## config.mk

```make
export PLATFORM = sky130hd
export DESIGN_NAME = whr_inj_ctrl
export DESIGN_NICKNAME = d
export VERILOG_FILES = /design/src/rtl/whr_inj_ctrl.sv
export SDC_FILE = /design/constraint.sdc
export NUM_CORES = 1
export LEC_CHECK = 0
export CELL_PAD_IN_SITES_DETAIL_PLACEMENT = 0
export CELL_PAD_IN_SITES_GLOBAL_PLACEMENT = 1
export CORE_MARGIN = 2
export CORE_UTILIZATION = 30
export DETAILED_ROUTE_END_ITERATION = 7
export GPL_TIMING_DRIVEN = 0
export PLACE_DENSITY_LB_ADDON = 0.12
export SLEW_MARGIN = 20
export SYNTH_ARGS = -nofsm -noshare
export SYNTH_HDL_FRONTEND = slang
export SYNTH_SLANG_ARGS = --single-unit
```

## constraint.sdc

```tcl
create_clock -name clk -period 5.3 [get_ports clk]
set_input_delay 1.06 -clock clk [delete_from_list [all_inputs] [get_ports clk]]
set_output_delay 1.06 -clock clk [all_outputs]
set_load 0.02 [all_outputs]
```

## src/rtl/whr_inj_ctrl.sv

```systemverilog
// Packet injection controller for one wormhole router input channel.
// Takes a descriptor plus payload words from a client and emits explicit-length
// flits (head then body). Spends one downstream buffer credit per flit and
// regains one credit for each cycle that flow_ctrl_in is high.
module whr_inj_ctrl #(
    parameter int buffer_size          = 8,
    parameter int num_routers_per_dim  = 4,
    parameter int num_dimensions       = 2,
    parameter int num_nodes_per_router = 1,
    parameter int max_payload_length   = 4,
    parameter int min_payload_length   = 1,
    parameter int enable_link_pm       = 1,
    parameter int flow_ctrl_bypass     = 1,
    parameter int flit_data_width      = 64,
    localparam int addr_width    = num_dimensions * $clog2(num_routers_per_dim)
                                   + $clog2(num_nodes_per_router),
    localparam int len_width     = $clog2(max_payload_length + 1),
    localparam int lf_raw_width  = $clog2(max_payload_length - min_payload_length + 1),
    localparam int lf_width      = (lf_raw_width < 1) ? 1 : lf_raw_width,
    localparam int channel_width = ((enable_link_pm != 0) ? 1 : 0) + 2 + flit_data_width,
    localparam int cred_width    = $clog2(buffer_size + 1)
) (
    input  logic                       clk,
    input  logic                       reset,
    input  logic                       req_valid,
    output logic                       req_ready,
    input  logic [addr_width-1:0]      req_dest,
    input  logic [len_width-1:0]       req_length,
    input  logic                       data_valid,
    output logic                       data_ready,
    input  logic [flit_data_width-1:0] data_in,
    output logic [channel_width-1:0]   channel_out,
    input  logic                       flow_ctrl_in,
    output logic [cred_width-1:0]      credit_count,
    output logic                       error
);

    typedef enum logic {
        IDLE = 1'b0,
        BODY = 1'b1
    } state_t;

    localparam logic [cred_width-1:0] credits_full = cred_width'(buffer_size);

    state_t                     state_q, state_d;
    logic [cred_width-1:0]      credits_q, credits_d;
    logic [len_width-1:0]       remaining_q, remaining_d;
    logic                       link_ctrl_q, link_ctrl_d;
    logic                       flit_valid_q, flit_valid_d;
    logic                       flit_head_q, flit_head_d;
    logic [flit_data_width-1:0] flit_data_q, flit_data_d;
    logic                       error_q, error_d;

    logic                       credit_ok;
    logic                       accept_req;
    logic                       accept_data;
    logic                       launch;
    logic                       overflow;
    logic                       len_bad;
    logic [len_width-1:0]       len_clamped;
    logic [lf_width-1:0]        lf_field;
    logic [flit_data_width-1:0] head_data;

    // Handshakes, length clamping, head formatting and next-state computation
    always_comb begin
        credit_ok   = (credits_q != '0) || ((flow_ctrl_bypass != 0) && flow_ctrl_in);
        req_ready   = (state_q == IDLE) && credit_ok;
        data_ready  = (state_q == BODY) && credit_ok;
        accept_req  = req_valid && req_ready;
        accept_data = data_valid && data_ready;
        launch      = accept_req || accept_data;

        len_bad = (int'(req_length) < min_payload_length) ||
                  (int'(req_length) > max_payload_length);
        if (int'(req_length) < min_payload_length) begin
            len_clamped = len_width'(min_payload_length);
        end else if (int'(req_length) > max_payload_length) begin
            len_clamped = len_width'(max_payload_length);
        end else begin
            len_clamped = req_length;
        end
        lf_field = lf_width'(int'(len_clamped) - min_payload_length);

        head_data = '0;
        head_data[flit_data_width-1 -: addr_width]          = req_dest;
        head_data[flit_data_width-1-addr_width -: lf_width] = lf_field;

        overflow = flow_ctrl_in && !launch && (credits_q == credits_full);

        state_d     = state_q;
        remaining_d = remaining_q;
        credits_d   = credits_q;
        error_d     = error_q || overflow || (accept_req && len_bad);

        if (launch && !flow_ctrl_in) begin
            credits_d = credits_q - cred_width'(1);
        end else if (!launch && flow_ctrl_in && !overflow) begin
            credits_d = credits_q + cred_width'(1);
        end

        if (accept_req) begin
            remaining_d = len_clamped;
            state_d     = (len_clamped != '0) ? BODY : IDLE;
        end else if (accept_data) begin
            remaining_d = remaining_q - len_width'(1);
            if (remaining_q == len_width'(1)) begin
                state_d = IDLE;
            end
        end

        link_ctrl_d  = req_valid || (state_q == BODY) || launch;
        flit_valid_d = launch;
        flit_head_d  = accept_req;
        if (accept_req) begin
            flit_data_d = head_data;
        end else if (accept_data) begin
            flit_data_d = data_in;
        end else begin
            flit_data_d = flit_data_q;
        end
    end

    // State, credit counter, registered channel fields and sticky error
    always_ff @(posedge clk) begin
        if (reset) begin
            state_q      <= IDLE;
            credits_q    <= credits_full;
            remaining_q  <= '0;
            link_ctrl_q  <= 1'b0;
            flit_valid_q <= 1'b0;
            flit_head_q  <= 1'b0;
            flit_data_q  <= '0;
            error_q      <= 1'b0;
        end else begin
            state_q      <= state_d;
            credits_q    <= credits_d;
            remaining_q  <= remaining_d;
            link_ctrl_q  <= link_ctrl_d;
            flit_valid_q <= flit_valid_d;
            flit_head_q  <= flit_head_d;
            flit_data_q  <= flit_data_d;
            error_q      <= error_d;
        end
    end

    generate
        if (enable_link_pm != 0) begin : g_link
            assign channel_out = {link_ctrl_q, flit_valid_q, flit_head_q, flit_data_q};
        end else begin : g_nolink
            assign channel_out = {flit_valid_q, flit_head_q, flit_data_q};
        end
    endgenerate

    assign credit_count = credits_q;
    assign error        = error_q;

endmodule
```

Word-level counts from Yosys, hierarchy flattened. Index checks and enable logic that the tools add are counted.

Output and inout port bits: 74. Bits of input ports: 76. Word-level logic and storage cells: 56. Register bits after elaboration: 76.

Add/subtract/negate cells: 4. Eq/ne operators: 2. Mux-type cells: 12. Reduce and logical (&&, ||, !) cells: 26. $lt $le $gt $ge: 2. Bitwise gates (word level): 1.

Operators by type and width (count): 2-to-1 mux 64 bit (2); 2-to-1 mux 3 bit (4); logical AND 1 bit (9); 2-to-1 mux 4 bit (2); logical OR 1 bit (7); nonzero test 2 bit (3); adder 4 x 1 -> 4 bit (second input constant) (1); equality test 4 bit (second input constant) (1); 2-to-1 mux 1 bit (4); nonzero test 4 bit (1); subtractor 4 x 1 -> 4 bit (second input constant) (1); equality test 3 x 1 -> 1 bit (second input constant) (1); greater-than comparator 3 bit (second input constant) (1); zero test 1 bit (3); less-than comparator 3 x 1 -> 1 bit (second input constant) (1); nonzero test 3 bit (1); subtractor 3 x 1 -> 3 bit (second input constant) (1); AND reduction 2 bit (1); OR reduction 2 bit (1); subtractor 2 x 1 -> 2 bit (second input constant) (1); inverter 1 bit (1).

Depth between registers and ports, before layout. Gate-level depths: netlist (run 1).

Depth in word-level cells: 12. Mapped depth: 9. Depth with buffers taken out: 7.

Worst setup path after synthesis (run 1). Ideal clock, no wire load.

Path type: input port to output port. Start: in flow_ctrl_in. End: out req_ready. Cell stages on the path: 3. Buffers on the path: 1. Arrival time: 1.774 ns. Setup slack: 2.466 ns. Required time: 4.240 ns. Path through: clkbuf_1 nor2_1 nor2_1.

Word-level cells in the longest chain between the ends: 2.

RTL lines: from (decl) (line 33) `input logic flow_ctrl_in,`; logical OR 1 bit (line 66) `credit_ok = (credits_q != '0) || ((flow_ctrl_bypass != 0) && flow_ctrl_in);`; logical AND 1 bit (line 67) `req_ready = (state_q == IDLE) && credit_ok;`; to (decl) (line 26) `output logic req_ready,`.

No other way between the ends.

Worst setup path after layout (run 1).
Start: in flow_ctrl_in. End: out data_ready.

Word-level cells in the longest chain between the ends: 2.

RTL lines: logical OR 1 bit (line 66); logical AND 1 bit (line 68) `data_ready = (state_q == BODY) && credit_ok;`; to (decl) (line 30) `output logic data_ready,`.

No other way between the ends.

==> summary.txt, run 1 <==
Outcome
  • Status: finished clean

Floorplanning
  • Top Ports: 150
  • Die Wd: 105 µm
  • Cell row count: 36
  • Die area: around 11000 µm²
  • CORE AREA: approximately 9900 µm²
  • Initial Utilization: 0.312
  • DIE HEIGHT: about 110 µm

STA
  • Least-Margin Pin Slew: around 590 ps
  • Final Max Tran Viols: 0
  • Setup skew after layout: slightly above 8 ps
  • Worst slew margin: 0.610
  • Fin crit share: 0.764
  • Final Setup Violations: 0
  • RSZ-0062 raised after global routing: no
  • Setup tns final: 0 ps
  • Fmax: 247 MHz
  • Period minus WS final: approximately 4000 ps
  • Final hold violations: 0

Routing
  • Initial DRT Pass Iterations: 5
  • DRT iter0 DRCs: 110
  • Via count: a little over 3000
  • Drt drc: 0
  • WL per Instance: between 10 and 15 µm
  • Via density: 4.54
  • Post-route ant nets: 0
  • Final WL: about 8900 µm

Setup path
  • Delay-heaviest family, CP: buffers and inverters
  • Worst EP required: 4240 ps
  • Crit Reg-Reg Startpoint: state_q
  • Critical path's slowest cell: clkdlybuf4s50_1
  • Worst reg2reg path depth: 8
  • Reg-to-Reg End: credit_count[2]
  • Crit end category: output pin
  • Crit-path cells: clkdlybuf4s50_1, inv_1, nand2_1, clkbuf_1, and2_1, clkdlybuf4s50_1
  • Crit Path Max Fanout: 10
  • Worst Path Buf+Inv: 4
  • CP Class: in -> out
  • Worst reg-to-reg setup slack: between 2000 and 3000 ps
  • Crit start category: input port
  • Crit path largest cell delay: 600 ps
  • CP Data Arrival Time: roughly 3000 ps
  • Most frequent CP cell: clkdlybuf4s50_1

Clock network
  • Clk slew on worst S/H paths: approximately 80 ps
  • H-tree depth: 3
  • Root Driver: clkbuf_8
  • Num Clock Sinks: between 70 and 80
  • TritonCTS clock tree: done
  • Setup bufs post-CTS: 0
  • Max Buffers Root-to-Sink: 2
  • Hold_buf cts: 0
  • TritonCTS buffer count: 9
  • Post-cts sizing count: 0
  • Clock Latency Late Sink: around 340 ps

Yosys
  • Average size of a mapped cell: 8.09 µm²
  • Seq/Total Area, Yosys: 0.495
  • Synthesized instance count: 380
  • Synth cell types: 38
  • FF+latch count, synth: 76
  • Yosys warns: 0
  • Mapped Area: between 3000 and 4000 µm²
  • Post-Syn Nets: 460

Run
  • Max-Cap Viols: 0

Power and ir drop
  • Power Total: ~0.0014 W
  • PwrDens: around 290 nW/µm²
  • Peak VDD IR: roughly 0.13 mV
  • P_leak: 1.71 nW

GRT
  • Vias in the first global route: approximately 3000
  • GRT Util Overall: 0.163
  • First-pass GRT wire length: 14600 µm
  • GRT Residual Overflow: 0
  • Pin count of the biggest net entering global routing: 14
  • Initial antenna violation count: 0

Worst hold path
  • Worst Hold End: flit_data_q[21]
  • Hold Startpoint: flit_data_q[21]
  • Worst Hold Depth: 2
  • Worst min path class: reg -> reg

Final layout
  • Layout cell share with drive strength beyond 1: 0.0826
  • Commonest non-fill, non-tap cell in the layout: clkdlybuf4s50_1
  • Fin area: 4950 µm²
  • Area of the multi-input gates: about 1400 µm²
  • Commonest non-fill, non-tap cells in the layout: 149 x clkdlybuf4s50_1, 122 x nand2_1, 76 x dfxtp_1
  • Final net count: 620
  • FILL cells: between 900 and 1000
  • Area Growth Syn to Fin: 61.0%
  • Seq. cell area: 1520 µm²
  • Antenna cells: 0
  • Fin util: 0.502

Placement
  • IO Port Bufs: around 150
  • Detail Placement HPWL: between 6000 and 7000 µm
  • Final Wtd Congestion: approximately 0.78
  • Dpl cell area: about 4700 µm²
cells in the mapped netlist (all sizes together):
cell type / n / area share
o31ai: 1 / 0.0024
mux2i: 1 / 0.0033
o2bb2ai: 3 / 0.0085
nand2: 122 / 0.15
or4: 1 / 0.0037
a41oi: 1 / 0.0028
o21ai: 6 / 0.011
nand3: 3 / 0.0049
a311oi: 2 / 0.0057
buf: 18 / 0.038
a211oi: 6 / 0.015
nor3: 8 / 0.013
clkbuf: 13 / 0.016
xor2: 2 / 0.0057
a21o: 2 / 0.0049
nand4: 1 / 0.0020
o41ai: 1 / 0.0028
a21boi: 1 / 0.0024
nand3b: 1 / 0.0024
o22ai: 5 / 0.010
nor2b: 2 / 0.0041
a21oi: 67 / 0.12
a32oi: 1 / 0.0028
ha: 4 / 0.016
nand2b: 4 / 0.0081
a211o: 1 / 0.0028
nor4: 1 / 0.0069
and2: 2 / 0.0041
nor2: 16 / 0.020
xnor2: 2 / 0.0057
mux2: 1 / 0.0037
inv: 5 / 0.0061
dfxtp: 76 / 0.49
kinds of logic after synthesis:
| kind of cell | synth area share |
|---|---|
| AO/OA/AOI/OAI | 0.193 |
| AND/OR/NAND/NOR | 0.218 |
| buffers and inverters | 0.0602 |
| XOR/XNOR | 0.0114 |
| multiplexers | 0.00692 |
| adder cells (fa/ha/maj) | 0.0163 |
| flip-flops | 0.495 |
flip-flops by register name, indices dropped and copies added, names as in the netlist:
| signal | cells |
|---|---|
| flit_data_q | 64 |
| credit_count | 4 |
| remaining_q | 3 |
| error | 1 |
| flit_head_q | 1 |
| flit_valid_q | 1 |
| link_ctrl_q | 1 |
| state_q | 1 |
through the flow:
stage	cells	setup slack, ps	hold WS (ps)
floorplan	380	2470	467
global placement	662	1230	441
detailed placement	662	1220	445
CTS	678	1230	457
global route	678	1130	476
finish	678	1250	454
worst max path at each step:
stage                             from         end  depth (start not counted)
after floorplan           flow_ctrl_in   req_ready                          3
after global placement    flow_ctrl_in  data_ready                          6
after detailed placement  flow_ctrl_in  data_ready                          6
after CTS                 flow_ctrl_in  data_ready                          6
after global routing      flow_ctrl_in  data_ready                          6
final                     flow_ctrl_in  data_ready                          6
layout make-up:
| type | instances | share of cell area |
|---|---|---|
| Buffer | 31 | 0.0336 |
| Clock buffer | 11 | 0.0265 |
| Clock inverter | 5 | 0.0172 |
| Inverter | 5 | 0.00379 |
| Multi-Input combinational cell | 268 | 0.276 |
| Sequential cell | 76 | 0.307 |
| Tap cell | 133 | 0.0336 |
| Timing Repair Buffer | 149 | 0.301 |
report_power, final:
part           internal (W)  switching (W)  total, W
logic              0.000163       0.000176  0.000339
registers          0.000602      0.0000187  0.000621
clock network      0.000268       0.000215  0.000483
total               0.00103       0.000409   0.00144
layer usage:
metal	global-route usage	up-vias	wire, µm
met5	0	-	0
met3	0.0594	9	809
met1	0.205	1376	3970
met4	0.0514	0	109
li1	-	1579	-
met2	0.258	114	4040
worst register-to-register path, cell delays in order, from the launching register on:
cell	delay (ps)
dfxtp_1	310
buf_2	200
mux2i_1	350
clkbuf_1	430
nor3_1	140
xor2_1	170
ha_1	210
a32oi_1	210
mux2_2	350
No activity file was read; power rests on OpenSTA's default activity.
==> run 2, diff against run 1 <==
--- a/config.mk
+++ b/config.mk
@@ -8,7 +8,7 @@
 export CELL_PAD_IN_SITES_DETAIL_PLACEMENT = 0
 export CELL_PAD_IN_SITES_GLOBAL_PLACEMENT = 1
 export CORE_MARGIN = 2
-export CORE_UTILIZATION = 30
+export CORE_UTILIZATION = 28
 export DETAILED_ROUTE_END_ITERATION = 7
 export GPL_TIMING_DRIVEN = 0
 export PLACE_DENSITY_LB_ADDON = 0.12
==> constraint.sdc (replaced) <==
create_clock -name clk -period 4.1 [get_ports clk]
set_input_delay 0.82 -clock clk [delete_from_list [all_inputs] [get_ports clk]]
set_output_delay 0.82 -clock clk [all_outputs]
set_load 0.02 [all_outputs]
==> run 2 against run 1 <==
Utilization decreased by 4.3 points. Critical path depth unchanged. Sequential share of layout area about the same. Cell area barely moved. Wire length is 1.9% higher. Clock power is 25% higher. Highest routed layer unchanged.
==> summary.txt, run 2 (synthesis gave the netlist of run 1 again) <==
Power and ir drop
  • Peak VDD IR: around 0.19 mV
  • PwrDens: roughly 370 nW/µm²
  • P_leak: 1.71 nW

STA
  • Least-Margin Pin Slew: around 600 ps
  • Worst slew margin: 0.601
  • Setup skew after layout: around 11 ps
  • Fmax: 279 MHz
  • Final hold violations: 0
  • Period minus WS final: 3580 ps
  • Setup tns final: 0 ps
  • Final Setup Violations: 0
  • RSZ-0062 raised after global routing: no
  • Fin crit share: 0.874
  • Final Max Tran Viols: 0

Setup path
  • Crit-path cells: clkdlybuf4s50_1, inv_1, nand2_1, clkbuf_1, and2_1, clkdlybuf4s50_1
  • Crit Reg-Reg Startpoint: state_q
  • Crit Path Max Fanout: 10
  • Worst path depth: 6
  • Delay-heaviest family, CP: buffers and inverters
  • Most frequent CP cell: clkdlybuf4s50_1
  • Worst EP required: about 3300 ps
  • Crit end category: output pin
  • Crit start category: input port
  • Crit path from: flow_ctrl_in
  • CP Data Arrival Time: about 2800 ps
  • Critical path's slowest cell: clkdlybuf4s50_1
  • Worst Path Buf+Inv: 4
  • CP Class: in -> out
  • Worst reg2reg path depth: 8
  • Crit path largest cell delay: between 600 and 700 ps

Floorplanning
  • Top Ports: 150
  • Initial Utilization: 0.285
  • Die area: approximately 12000 µm²
  • Cell row count: 38
  • Die Wd: around 110 µm
  • CORE AREA: ~11000 µm²
  • DIE HEIGHT: 109 µm

Run
  • Max-Cap Viols: 0

Clock network
  • Clk slew on worst S/H paths: around 70 ps
  • Max Buffers Root-to-Sink: 2
  • TritonCTS buffer count: 9
  • TritonCTS clock tree: done
  • Hold_buf cts: 0
  • Num Clock Sinks: 76
  • Clock Latency Late Sink: approximately 330 ps
  • Post-cts sizing count: 0
  • Setup bufs post-CTS: 0
  • H-tree depth: 3
  • Root Driver: clkbuf_8

GRT
  • Initial antenna violation count: 0
  • Vias in the first global route: slightly above 3000
  • First-pass GRT wire length: 14400 µm
  • Pin count of the biggest net entering global routing: 13
  • GRT Residual Overflow: 0
  • GRT Util Overall: 0.155

Final layout
  • Area Growth Syn to Fin: 60.9%
  • Most flops, register: flit_data_q
  • Largest register FFs: 64
  • Commonest non-fill, non-tap cell in the layout: clkdlybuf4s50_1
  • Antenna cells: 0
  • Final std cells w/o fill: 684
  • Final net count: slightly above 600
  • Commonest non-fill, non-tap cells in the layout: 149 x clkdlybuf4s50_1, 122 x nand2_1, 76 x dfxtp_1
  • Layout cell share with drive strength beyond 1: 0.0827

Worst hold path
  • Worst min path class: reg -> reg
  • Hold Startpoint: flit_data_q[32]
  • Worst Hold Depth: 2

Routing
  • Final WL: between 9000 and 10000 µm
  • Via count: between 3000 and 4000
  • Via density: 4.47
  • DRT iter0 DRCs: between 100 and 150
  • WL per Instance: around 13 µm
  • Initial DRT Pass Iterations: 4
  • Post-route ant nets: 0
  • Drt drc: 0

Placement
  • IO Port Bufs: 149
  • Final Wtd Congestion: just under 0.8
  • Placed Cells: about 670
  • Detail Placement HPWL: ~6600 µm

Outcome
  • Status: finished clean
run 2: cell count changes in the layout (fill, tap and decap cells not counted), sizes merged:
cell | before | now
clkinv | 1 | 2
inv | 6 | 5
clkbuf | 24 | 23
run 2: worst paths after layout:
path	endpoint	slack, ps
worst max-delay path	data_ready	520
worst min-delay path	flit_data_q[32]	460
worst max register to register	credit_count[2]	1660
worst min register to register	flit_data_q[32]	460
run 2: power by group:
group | leakage, nW | total [W] | switching (W) | internal, W
Sequential | 0.618 | 0.000803 | 0.0000244 | 0.000779
Combinational | 0.986 | 0.000438 | 0.000227 | 0.000211
Clock | 0.102 | 0.000603 | 0.000265 | 0.000338
Total | 1.71 | 0.00184 | 0.000517 | 0.00133
run 2: layer usage:
metal / share of wire / global-route usage / vias to the layer above
met5: 0 / 0 / -
met4: 0.011 / 0.0549 / 0
met3: 0.089 / 0.0598 / 9
met2: 0.45 / 0.249 / 102
met1: 0.45 / 0.190 / 1367
li1: - / - / 1582
run 2: per-stage QoR:
step / instance area [µm²] / hold slack, ps / total power (W) / util / setup slack, ps
2_1_floorplan: 3070 / 467 / 0.00106 / - / 1670
5_1_grt: 4950 / 465 / 0.00195 / 0.458 / 383
3_5_place_dp: 4740 / 448 / 0.00126 / 0.439 / 484
4_1_cts: 4950 / 456 / 0.00188 / 0.458 / 485
3_3_place_gp: 4740 / 442 / 0.00126 / 0.439 / 487
6_report: 4950 / 455 / 0.00184 / 0.458 / 518
run 2: cell type report:
| class | count | area, µm² |
|---|---|---|
| Clock buffer | 10 | 128 |
| Timing Repair Buffer | 149 | 1490 |
| Sequential cell | 76 | 1520 |
| Inverter | 5 | 18.8 |
| Fill cell | 1112 | 5850 |
| Clock inverter | 5 | 77.6 |
| Tap cell | 140 | 175 |
| Multi-Input combinational cell | 268 | 1370 |
| Buffer | 31 | 166 |
run 2: worst min-delay path, cell delays in order (launching register included):
cell and delay (ps):
dfxtp_1 310, nand2_1 50, a21oi_1 50
==> run 3, diff against run 2 <==
--- a/config.mk
+++ b/config.mk
@@ -10,8 +10,8 @@
 export CORE_MARGIN = 2
 export CORE_UTILIZATION = 28
 export DETAILED_ROUTE_END_ITERATION = 7
-export GPL_TIMING_DRIVEN = 0
 export PLACE_DENSITY_LB_ADDON = 0.12
+export SKIP_LAST_GASP = 1
 export SLEW_MARGIN = 20
 export SYNTH_ARGS = -nofsm -noshare
 export SYNTH_HDL_FRONTEND = slang
==> run 3 against run 2 <==
Fmax rose by 2.6%. Register-to-register slack improved by 50 ps. First-iteration DRC count did not move. Critical endpoint unchanged.
==> summary.txt, run 3 (synthesis gave the netlist of run 1 again) <==
Floorplanning
  • CORE AREA: 10800 µm²
  • Top Ports: 150
  • Cell row count: 38
  • Die area: ~12000 µm²
  • Initial Utilization: 0.285
  • Die Wd: 109 µm
  • DIE HEIGHT: 109 µm

Power and ir drop
  • Internal Power: 0.00119 W
  • Combinational power share: 0.241
  • Sw Pwr: 0.000512 W
  • Clock power frac: 0.278
  • Power Total: between 0.0015 and 0.002 W
  • PwrDens: about 350 nW/µm²
  • Peak VDD IR: roughly 0.13 mV
  • Net Sw Frac: 0.301
  • Seq pwr share: 0.481
  • P_leak: 1.64 nW

Final layout
  • Fin area: ~4800 µm²
  • Area of the multi-input gates: approximately 1400 µm²
  • Seq. cell area: 1520 µm²
  • Commonest non-fill, non-tap cells in the layout: 149 x clkdlybuf4s50_1, 122 x nand2_1, 76 x dfxtp_1
  • Layout cell share with drive strength beyond 1: 0.0731
  • Antenna cells: 0
  • Final net count: about 600
  • Area Growth Syn to Fin: 56.9%
  • Commonest non-fill, non-tap cell in the layout: clkdlybuf4s50_1
  • FILL cells: between 1000 and 1500
  • Largest register FFs: 64
  • Most flops, register: flit_data_q

Routing
  • Drt drc: 0
  • Post-route ant nets: 0
  • WL per Instance: 13.4 µm
  • Initial DRT Pass Iterations: 4
  • DRT iter0 DRCs: ~120
  • Final WL: between 8000 and 9000 µm
  • Via count: slightly below 3000
  • Via density: 4.49

Setup path
  • Crit path largest cell delay: 750 ps
  • Most frequent CP cell: clkdlybuf4s50_1
  • CP Data Arrival Time: 2670 ps
  • Worst EP required: roughly 3300 ps
  • Worst Path Buf+Inv: 3
  • Crit-path cells: clkdlybuf4s50_1, inv_1, nand2_1, and2_1, clkdlybuf4s50_1
  • Crit end category: output pin
  • Delay-heaviest family, CP: buffers and inverters
  • Crit Path Max Fanout: 12
  • Crit start category: input port
  • CP Class: in -> out
  • Critical path's slowest cell: clkdlybuf4s50_1

STA
  • Fmax: between 200 and 300 MHz
  • Least-Margin Pin Slew: between 600 and 700 ps
  • Final hold violations: 0
  • Setup skew after layout: ~7.4 ps
  • Final Max Tran Viols: 0
  • Final Setup Violations: 0
  • Fin crit share: 0.851
  • RSZ-0062 raised after global routing: no
  • Setup tns final: 0 ps
  • Period minus WS final: 3490 ps
  • Worst slew margin: 0.545

Worst hold path
  • Worst min path class: reg -> reg

GRT
  • Pin count of the biggest net entering global routing: 38
  • Initial antenna violation count: 0
  • Vias in the first global route: between 2000 and 3000
  • GRT Util Overall: 0.153
  • First-pass GRT wire length: roughly 14000 µm
  • GRT Residual Overflow: 0

Run
  • Max-Cap Viols: 0

Outcome
  • Status: finished clean

Placement
  • Detail Placement HPWL: 6000 µm
  • IO Port Bufs: 149
  • Dpl cell area: approximately 4700 µm²
  • Final Wtd Congestion: 0.772

Clock network
  • Root Driver: clkbuf_8
  • Clock Latency Late Sink: approximately 340 ps
  • TritonCTS buffer count: 9
  • Setup bufs post-CTS: 0
  • Max Buffers Root-to-Sink: 2
  • Num Clock Sinks: 76
  • Clk slew on worst S/H paths: ~70 ps
  • H-tree depth: 3
  • Post-cts sizing count: 0
  • Hold_buf cts: 0
  • TritonCTS clock tree: done
[run 3: power groups by stage]
| stage | combinational [W] | sequential (W) | clock, W |
|---|---|---|---|
| after floorplan | 0.000197 | 0.000858 | 0 |
| after global placement | 0.000412 | 0.000837 | 0 |
| after detailed placement | 0.000415 | 0.000837 | 0 |
| after CTS | 0.000417 | 0.000820 | 0.000507 |
| after global routing | 0.000453 | 0.000828 | 0.000537 |
| final | 0.000411 | 0.000820 | 0.000474 |
[run 3: metrics by stage]
stage	utilization	hold slack [ps]	setup slack (ps)	cells
2_1_floorplan	-	467	1670	380
3_3_place_gp	0.432	442	629	646
3_5_place_dp	0.432	446	629	646
4_1_cts	0.447	457	616	660
5_1_grt	0.447	479	476	660
6_report	0.447	456	609	660
[run 3: worst paths after layout]
| check | startpoint | end | slack, ps | cells past startpoint |
|---|---|---|---|---|
| min | flit_data_q[20] | flit_data_q[20] | 460 | 2 |
| max | flow_ctrl_in | data_ready | 610 | 5 |
| max reg2reg | credit_count[1] | flit_data_q[4] | 1710 | 5 |
| min reg2reg | flit_data_q[20] | flit_data_q[20] | 460 | 2 |
[run 3: cell type report]
class | instances | area share
clock buffer | 9 | 0.0257
clock inverter | 5 | 0.00649
inverter | 5 | 0.00389
multi-input combinational | 268 | 0.288
sequential | 76 | 0.316
tap | 140 | 0.0363
timing repair buffer | 157 | 0.324
[run 3: metal layers]
layer	part of all wire	track usage	vias up
met5	0	0	-
li1	-	-	1534
met2	0.44	0.233	98
met1	0.45	0.193	1328
met3	0.10	0.0723	6
met4	0.0087	0.0412	0
[run 3: worst reg2reg max path, delay by kind of cell (launching register included)]
family	cells	cell delay, ps
and+or+nand+nor	2	680
DFF	1	450
AOI/OAI and AO/OA	2	700
buffers and inverters	1	480
